===== src/rtl/bsg_activation_rr_sched_if.sv =====
// Handshake bundle between the requesting lanes, the shared activation unit
// and the round-robin scheduler.
interface bsg_activation_rr_sched_if #(
    parameter int num_req_p   = 4,
    parameter int ang_width_p = 21,
    parameter int ans_width_p = 32
);
    logic [num_req_p-1:0]             req_v_i;
    logic [num_req_p*ang_width_p-1:0] req_ang_i;
    logic [num_req_p-1:0]             req_ready_o;
    logic [num_req_p-1:0]             res_v_o;
    logic [ans_width_p-1:0]           res_o;
    logic [num_req_p-1:0]             res_yumi_i;
    logic                             unit_v_o;
    logic [ang_width_p-1:0]           unit_ang_o;
    logic                             unit_ready_i;
    logic                             unit_v_i;
    logic [ans_width_p-1:0]           unit_res_i;
    logic                             unit_yumi_o;

    modport slave (
        input  req_v_i, req_ang_i, res_yumi_i, unit_ready_i, unit_v_i, unit_res_i,
        output req_ready_o, res_v_o, res_o, unit_v_o, unit_ang_o, unit_yumi_o
    );

    modport master (
        output req_v_i, req_ang_i, res_yumi_i, unit_ready_i, unit_v_i, unit_res_i,
        input  req_ready_o, res_v_o, res_o, unit_v_o, unit_ang_o, unit_yumi_o
    );
endinterface


===== src/rtl/bsg_activation_rr_sched.sv =====
// Round-robin sharing of one non-pipelined activation unit among num_req_p lanes;
// exactly one operation is in flight at a time.
//
// state    | meaning
// e_idle   | arbitrate among req_v_i starting at ptr_r
// e_issue  | present ang_r to the unit until it accepts
// e_wait   | wait for the unit result, consume it on arrival
// e_return | present res_r to requester tag_r until it yumis
module bsg_activation_rr_sched #(
    parameter int num_req_p   = 4,
    parameter int ang_width_p = 21,
    parameter int ans_width_p = 32,
    parameter int cnt_width_p = 16
) (
    input  logic                   clk_i,
    input  logic                   reset_n_i,
    bsg_activation_rr_sched_if.slave bus,
    output logic                   busy_o,
    output logic [cnt_width_p-1:0] done_cnt_o
);
    localparam int ptr_w_lp = $clog2(num_req_p);

    localparam logic [1:0] e_idle   = 2'd0;
    localparam logic [1:0] e_issue  = 2'd1;
    localparam logic [1:0] e_wait   = 2'd2;
    localparam logic [1:0] e_return = 2'd3;

    localparam logic [ptr_w_lp:0]   num_req_lp  = (ptr_w_lp+1)'(num_req_p);
    localparam logic [ptr_w_lp-1:0] last_idx_lp = ptr_w_lp'(num_req_p - 1);

    logic [1:0]             state_r;
    logic [ptr_w_lp-1:0]    ptr_r;
    logic [ptr_w_lp-1:0]    tag_r;
    logic [ang_width_p-1:0] ang_r;
    logic [ans_width_p-1:0] res_r;
    logic [cnt_width_p-1:0] done_cnt_r;

    logic [ang_width_p-1:0] ang_a [num_req_p];
    logic [ptr_w_lp:0]      cand;
    logic                   grant_v;
    logic [ptr_w_lp-1:0]    grant_idx;
    logic [num_req_p-1:0]   req_ready;
    logic [num_req_p-1:0]   res_v;

    for (genvar g = 0; g < num_req_p; g++) begin : g_unpack
        assign ang_a[g] = bus.req_ang_i[g*ang_width_p +: ang_width_p];
    end

    // Search upward from ptr_r; cand stays below 2*num_req_p so one subtract wraps it.
    always_comb begin
        grant_v   = 1'b0;
        grant_idx = '0;
        cand      = '0;
        for (int i = 0; i < num_req_p; i++) begin
            cand = {1'b0, ptr_r} + (ptr_w_lp+1)'(i);
            if (cand >= num_req_lp) cand = cand - num_req_lp;
            if (!grant_v && bus.req_v_i[cand[ptr_w_lp-1:0]]) begin
                grant_v   = 1'b1;
                grant_idx = cand[ptr_w_lp-1:0];
            end
        end
    end

    always_comb begin
        req_ready = '0;
        if (state_r == e_idle && grant_v) req_ready[grant_idx] = 1'b1;
    end

    always_comb begin
        res_v = '0;
        if (state_r == e_return) res_v[tag_r] = 1'b1;
    end

    always_ff @(posedge clk_i or negedge reset_n_i) begin
        if (!reset_n_i) begin
            state_r    <= e_idle;
            ptr_r      <= '0;
            tag_r      <= '0;
            ang_r      <= '0;
            res_r      <= '0;
            done_cnt_r <= '0;
        end else begin
            case (state_r)
                e_idle: begin
                    if (grant_v) begin
                        ang_r   <= ang_a[grant_idx];
                        tag_r   <= grant_idx;
                        ptr_r   <= (grant_idx == last_idx_lp) ? '0 : grant_idx + 1'b1;
                        state_r <= e_issue;
                    end
                end
                e_issue: begin
                    if (bus.unit_ready_i) state_r <= e_wait;
                end
                e_wait: begin
                    if (bus.unit_v_i) begin
                        res_r   <= bus.unit_res_i;
                        state_r <= e_return;
                    end
                end
                e_return: begin
                    if (bus.res_yumi_i[tag_r]) begin
                        done_cnt_r <= done_cnt_r + 1'b1;
                        state_r    <= e_idle;
                    end
                end
                default: state_r <= e_idle;
            endcase
        end
    end

    assign bus.req_ready_o = req_ready;
    assign bus.res_v_o     = res_v;
    assign bus.res_o       = res_r;
    assign bus.unit_v_o    = (state_r == e_issue);
    assign bus.unit_ang_o  = ang_r;
    assign bus.unit_yumi_o = (state_r == e_wait) && bus.unit_v_i;
    assign busy_o          = (state_r != e_idle);
    assign done_cnt_o      = done_cnt_r;
endmodule


===== src/flat_wrapper.sv =====
// flat-port wrapper written by rule: the top's interface ports become plain ports
module bsg_activation_rr_sched_flat 
#(
    parameter int num_req_p   = 4,
    parameter int ang_width_p = 21,
    parameter int ans_width_p = 32,
    parameter int cnt_width_p = 16
)
  (clk_i, reset_n_i, busy_o, done_cnt_o, bus_req_v_i, bus_req_ang_i, bus_res_yumi_i, bus_unit_ready_i, bus_unit_v_i, bus_unit_res_i, bus_req_ready_o, bus_res_v_o, bus_res_o, bus_unit_v_o, bus_unit_ang_o, bus_unit_yumi_o);
  bsg_activation_rr_sched_if #(.num_req_p(num_req_p), .ang_width_p(ang_width_p), .ans_width_p(ans_width_p)) bus_i ();
  input  logic clk_i;
  input  logic reset_n_i;
  output logic busy_o;
  output logic [cnt_width_p-1:0] done_cnt_o;
  input wire logic [$bits(bus_i.req_v_i)-1:0] bus_req_v_i;
  input wire logic [$bits(bus_i.req_ang_i)-1:0] bus_req_ang_i;
  input wire logic [$bits(bus_i.res_yumi_i)-1:0] bus_res_yumi_i;
  input wire logic [$bits(bus_i.unit_ready_i)-1:0] bus_unit_ready_i;
  input wire logic [$bits(bus_i.unit_v_i)-1:0] bus_unit_v_i;
  input wire logic [$bits(bus_i.unit_res_i)-1:0] bus_unit_res_i;
  output wire logic [$bits(bus_i.req_ready_o)-1:0] bus_req_ready_o;
  output wire logic [$bits(bus_i.res_v_o)-1:0] bus_res_v_o;
  output wire logic [$bits(bus_i.res_o)-1:0] bus_res_o;
  output wire logic [$bits(bus_i.unit_v_o)-1:0] bus_unit_v_o;
  output wire logic [$bits(bus_i.unit_ang_o)-1:0] bus_unit_ang_o;
  output wire logic [$bits(bus_i.unit_yumi_o)-1:0] bus_unit_yumi_o;
  assign bus_i.req_v_i = bus_req_v_i;
  assign bus_i.req_ang_i = bus_req_ang_i;
  assign bus_i.res_yumi_i = bus_res_yumi_i;
  assign bus_i.unit_ready_i = bus_unit_ready_i;
  assign bus_i.unit_v_i = bus_unit_v_i;
  assign bus_i.unit_res_i = bus_unit_res_i;
  assign bus_req_ready_o = bus_i.req_ready_o;
  assign bus_res_v_o = bus_i.res_v_o;
  assign bus_res_o = bus_i.res_o;
  assign bus_unit_v_o = bus_i.unit_v_o;
  assign bus_unit_ang_o = bus_i.unit_ang_o;
  assign bus_unit_yumi_o = bus_i.unit_yumi_o;
  bsg_activation_rr_sched #(.num_req_p(num_req_p), .ang_width_p(ang_width_p), .ans_width_p(ans_width_p), .cnt_width_p(cnt_width_p)) u_core (.clk_i(clk_i), .reset_n_i(reset_n_i), .bus(bus_i), .busy_o(busy_o), .done_cnt_o(done_cnt_o));
endmodule

===== config.mk =====
export PLATFORM = sky130hd
export DESIGN_NAME = bsg_activation_rr_sched_flat
export DESIGN_NICKNAME = d
export VERILOG_FILES = /design/src/rtl/bsg_activation_rr_sched_if.sv /design/src/rtl/bsg_activation_rr_sched.sv /design/src/flat_wrapper.sv
export SDC_FILE = /design/constraint.sdc
export NUM_CORES = 1
export LEC_CHECK = 0
export ABC_CLOCK_PERIOD_IN_PS = 4250
export BUFFER_PORTS_ARGS = -buffer_cell sky130_fd_sc_hd__clkbuf_2
export CAP_MARGIN = 0
export CORE_UTILIZATION = 40
export CTS_CLUSTER_SIZE = 40
export DETAILED_ROUTE_END_ITERATION = 10
export PLACE_DENSITY = 0.68
export SLEW_MARGIN = 20
export SYNTH_ARGS = -nofsm -noshare
export SYNTH_HDL_FRONTEND = slang
export SYNTH_SLANG_ARGS = --single-unit

===== constraint.sdc =====
create_clock -name clk_i -period 4.25 [get_ports clk_i]
set_input_delay 0.6375 -clock clk_i [delete_from_list [all_inputs] [get_ports clk_i]]
set_output_delay 0.6375 -clock clk_i [all_outputs]
set_load 0.05 [all_outputs]

==> impl_metrics.tcl <==
set metrics [dict create \
    status "finished, final reports clean" \
    netlist.area_leader.share 0.478 \
    hold_viol_final 0 \
    port_buffers 207 \
    grt_pass1_vias 3260 \
    ys_top_cells_by_count "75 x dfrtp_1, 33 x mux2_2, 25 x nor2_1" \
    min_period_over_period 0.676 \
    drv_slew 0 \
    clk_pin_slew_worst_paths_ns 0.09 \
    worstSetupEndpointType "primary output" \
    async_reset_ff_frac 1.00 \
    cts-root-buf "clkbuf_8" \
    cp-start-kind "flip-flop" \
    p_int_mw 2.04 \
    layout.nets 685 \
    finClkSkew_ns 0.0180 \
    cap_viol_max_count 0 \
    grt_start_max_net_pins 76 \
    yosysTopAreaCell "dfrtp_1" \
    dieArea_um2 10200 \
    setup_viol 0 \
    synth_cells 350 \
    arrival_ns 2.24 \
    layout_min_cycle_time_ns 2.87 \
    hold_ws_ns 0.438 \
    clockPowerShare 0.125 \
    cts_tree "done" \
    p_seq_frac 0.285 \
    syn_area_um2 3930 \
    vias 3491 \
    grt_pass1_wl_um 15800 \
    cts.sinks 75 \
    switching_share 0.526 \
    grt_setup_unrepaired "false" \
    dieWidth_um 101 \
    ys_types 47 \
    crit_type "flip-flop to primary output" \
    yosysMostFrequentCell "dfrtp_1" \
    cts-htree-levels 3 \
    numCtsBuffers 9 \
    gp_congestion 0.784 \
    worst-r2r-setup-slack_ns 2.27 \
    grt_use_total 0.200 \
    slowest_delay_ns 0.40 \
    path_max_fanout 33 \
    p_leak_nw 2.62 \
    postCtsHoldBufs 0 \
    syn-num-nets 483 \
    row_count 35 \
    cpMaxStageDelayCell "dfrtp_1" \
    max_slew_margin 0.364 \
    path_buf_inv 4 \
    initial_core_util 0.419 \
    syn_avg_cell_area_um2 11.2 \
    timing.rr.end "u_core.bus.unit_ang_o[1]" \
    worstSkewPairLatency_ns 0.35 \
    post-route-drc-count 0 \
    fin_ws_ns 1.38 \
    cp_top_family "buffers and inverters" \
    core_area_um2 9370 \
    viasPerCell 5.10 \
    antenna_found_initial 0 \
    cpMostUsedCell "inv_1" \
    synth_ff_type "dfrtp_1" \
    ys_ff_latch 75 \
    worstMarginPinSlew_ns 0.954 \
    ys_warn_count 0 \
    drt_iter0_markers 69 \
    dp_hpwl_um 7690 \
    clock_path_buffers 2 \
    r2r-start "u_core.ptr_r[1]" \
    grt.overflow.total 0 \
    powerDensity_nw_per_um2 826 \
    crit_chain "inv_1, ha_1, inv_1, nor2_2, buf_4, nand2_1, nor2_1, clkbuf_2" \
    drt_pre_antenna_iters 4 \
    ys_seq_area_frac 0.478 \
    ctsResizeCount 0 \
    timing.fmax_ghz 0.348 \
    worstPathRequired_ns 3.61 \
    wl_per_cell_um 14.7 \
    die-height_um 101 \
    routed_wl_um 10100 \
    ant_nets 0 \
    peakVddDrop_mv 0.420 \
    diodes 0 \
    io_pins 208 \
    area_delta_synth_final_pct 32.8 \
    drive_gt1_frac 0.496 \
    setup-tns-final_ns 0 \
    post_cts_buffers 0 \
    synth_edf_count 0 \
    worst-r2r-cell-count 4 \
    p_switching_mw 2.26 \
    pre_cts_slack_ns 1.42 \
    synth.area.top_cells "dfrtp_1 48%, mux2_2 9.5%, mux2i_1 5.4%" \
    hp-class "primary input to asynchronous set/reset pin" \
    combinationalPowerShare 0.590 \
]
==> power groups by stage <==
stage / Combinational (mW) / Sequential [mW] / Clock [mW]
6_report: 2.54 / 1.23 / 0.537
5_1_grt: 2.72 / 1.28 / 0.588
4_1_cts: 2.56 / 1.23 / 0.553
3_5_place_dp: 2.56 / 1.24 / 0
3_3_place_gp: 2.53 / 1.23 / 0
2_1_floorplan: 1.08 / 2.15 / 0
==> layer usage <==
metal | track usage | share of wire
met1 | 0.237 | 0.41
met2 | 0.342 | 0.48
met3 | 0.0631 | 0.095
met4 | 0.0691 | 0.016
met5 | 0 | 0
==> flip-flops by register name, indices dropped and copies added, names as in the netlist <==
register / count
u_core.done_cnt_o: 16
u_core.tag_r: 2
u_core.ptr_r: 2
u_core.bus.unit_ang_o: 21
u_core.state_r: 2
u_core.bus.res_o: 32
==> layout by cell type (no fill, tap or decap), types with 6 or more instances in the layout <==
| master | synthesis | final |
|---|---|---|
| a221oi_1 | 6 | 6 |
| a221oi_2 | 9 | 9 |
| a41o_1 | 6 | 6 |
| and2_1 | 7 | 7 |
| clkbuf_2 | 1 | 206 |
| clkbuf_8 | 0 | 9 |
| dfrtp_1 | 75 | 75 |
| inv_1 | 7 | 7 |
| mux2_2 | 33 | 33 |
| mux2i_1 | 21 | 21 |
| nand2_1 | 20 | 20 |
| nand2b_1 | 7 | 7 |
| nand3_1 | 7 | 7 |
| nor2_1 | 25 | 24 |
| o21ai_0 | 21 | 21 |
| o21ai_1 | 11 | 11 |
| o22ai_1 | 15 | 15 |
| xnor2_1 | 14 | 14 |
==> final cells by class <==
cell class	count	area, um^2
Clock buffer	9	124
Clock inverter	6	65.1
Fill cell	847	4160
Inverter	8	30.0
Multi-Input combinational cell	247	1890
Sequential cell	75	1880
Tap cell	129	161
Timing Repair Buffer	211	1070
==> worst max-delay path by stage <==
stage                                  from            endpoint  slack [ns]  cells past startpoint
after CTS                 u_core.state_r[1]  bus_req_ready_o[2]        1.34                      8
after floorplan              bus_req_v_i[0]  bus_req_ready_o[2]        1.39                      7
after global placement       bus_req_v_i[3]  bus_req_ready_o[3]        1.47                      8
after detailed placement     bus_req_v_i[3]  bus_req_ready_o[3]        1.42                      8
after global routing      u_core.state_r[0]  bus_req_ready_o[2]        1.17                      8
final                     u_core.state_r[1]  bus_req_ready_o[2]        1.38                      8
==> stage by stage <==
stage | std cells | util | power, mW | instance area, um^2
5_1_grt | 685 | 0.556 | 4.59 | 5210
2_1_floorplan | 350 | - | 3.23 | 3930
3_5_place_dp | 670 | 0.536 | 3.80 | 5020
6_report | 685 | 0.556 | 4.31 | 5210
3_3_place_gp | 670 | 0.536 | 3.76 | 5020
4_1_cts | 685 | 0.556 | 4.35 | 5210
==> cells by family after synthesis <==
group | after synthesis | synth area share
AOI/OAI and AO/OA | 81 | 0.159
xor gates and xnor gates | 15 | 0.0335
adders and majority gates | 5 | 0.0159
buffers and inverters | 28 | 0.0418
DFF | 75 | 0.478
muxes | 55 | 0.154
and+or+nand+nor | 91 | 0.117
Note: power is estimated with default switching activity, not from simulation.
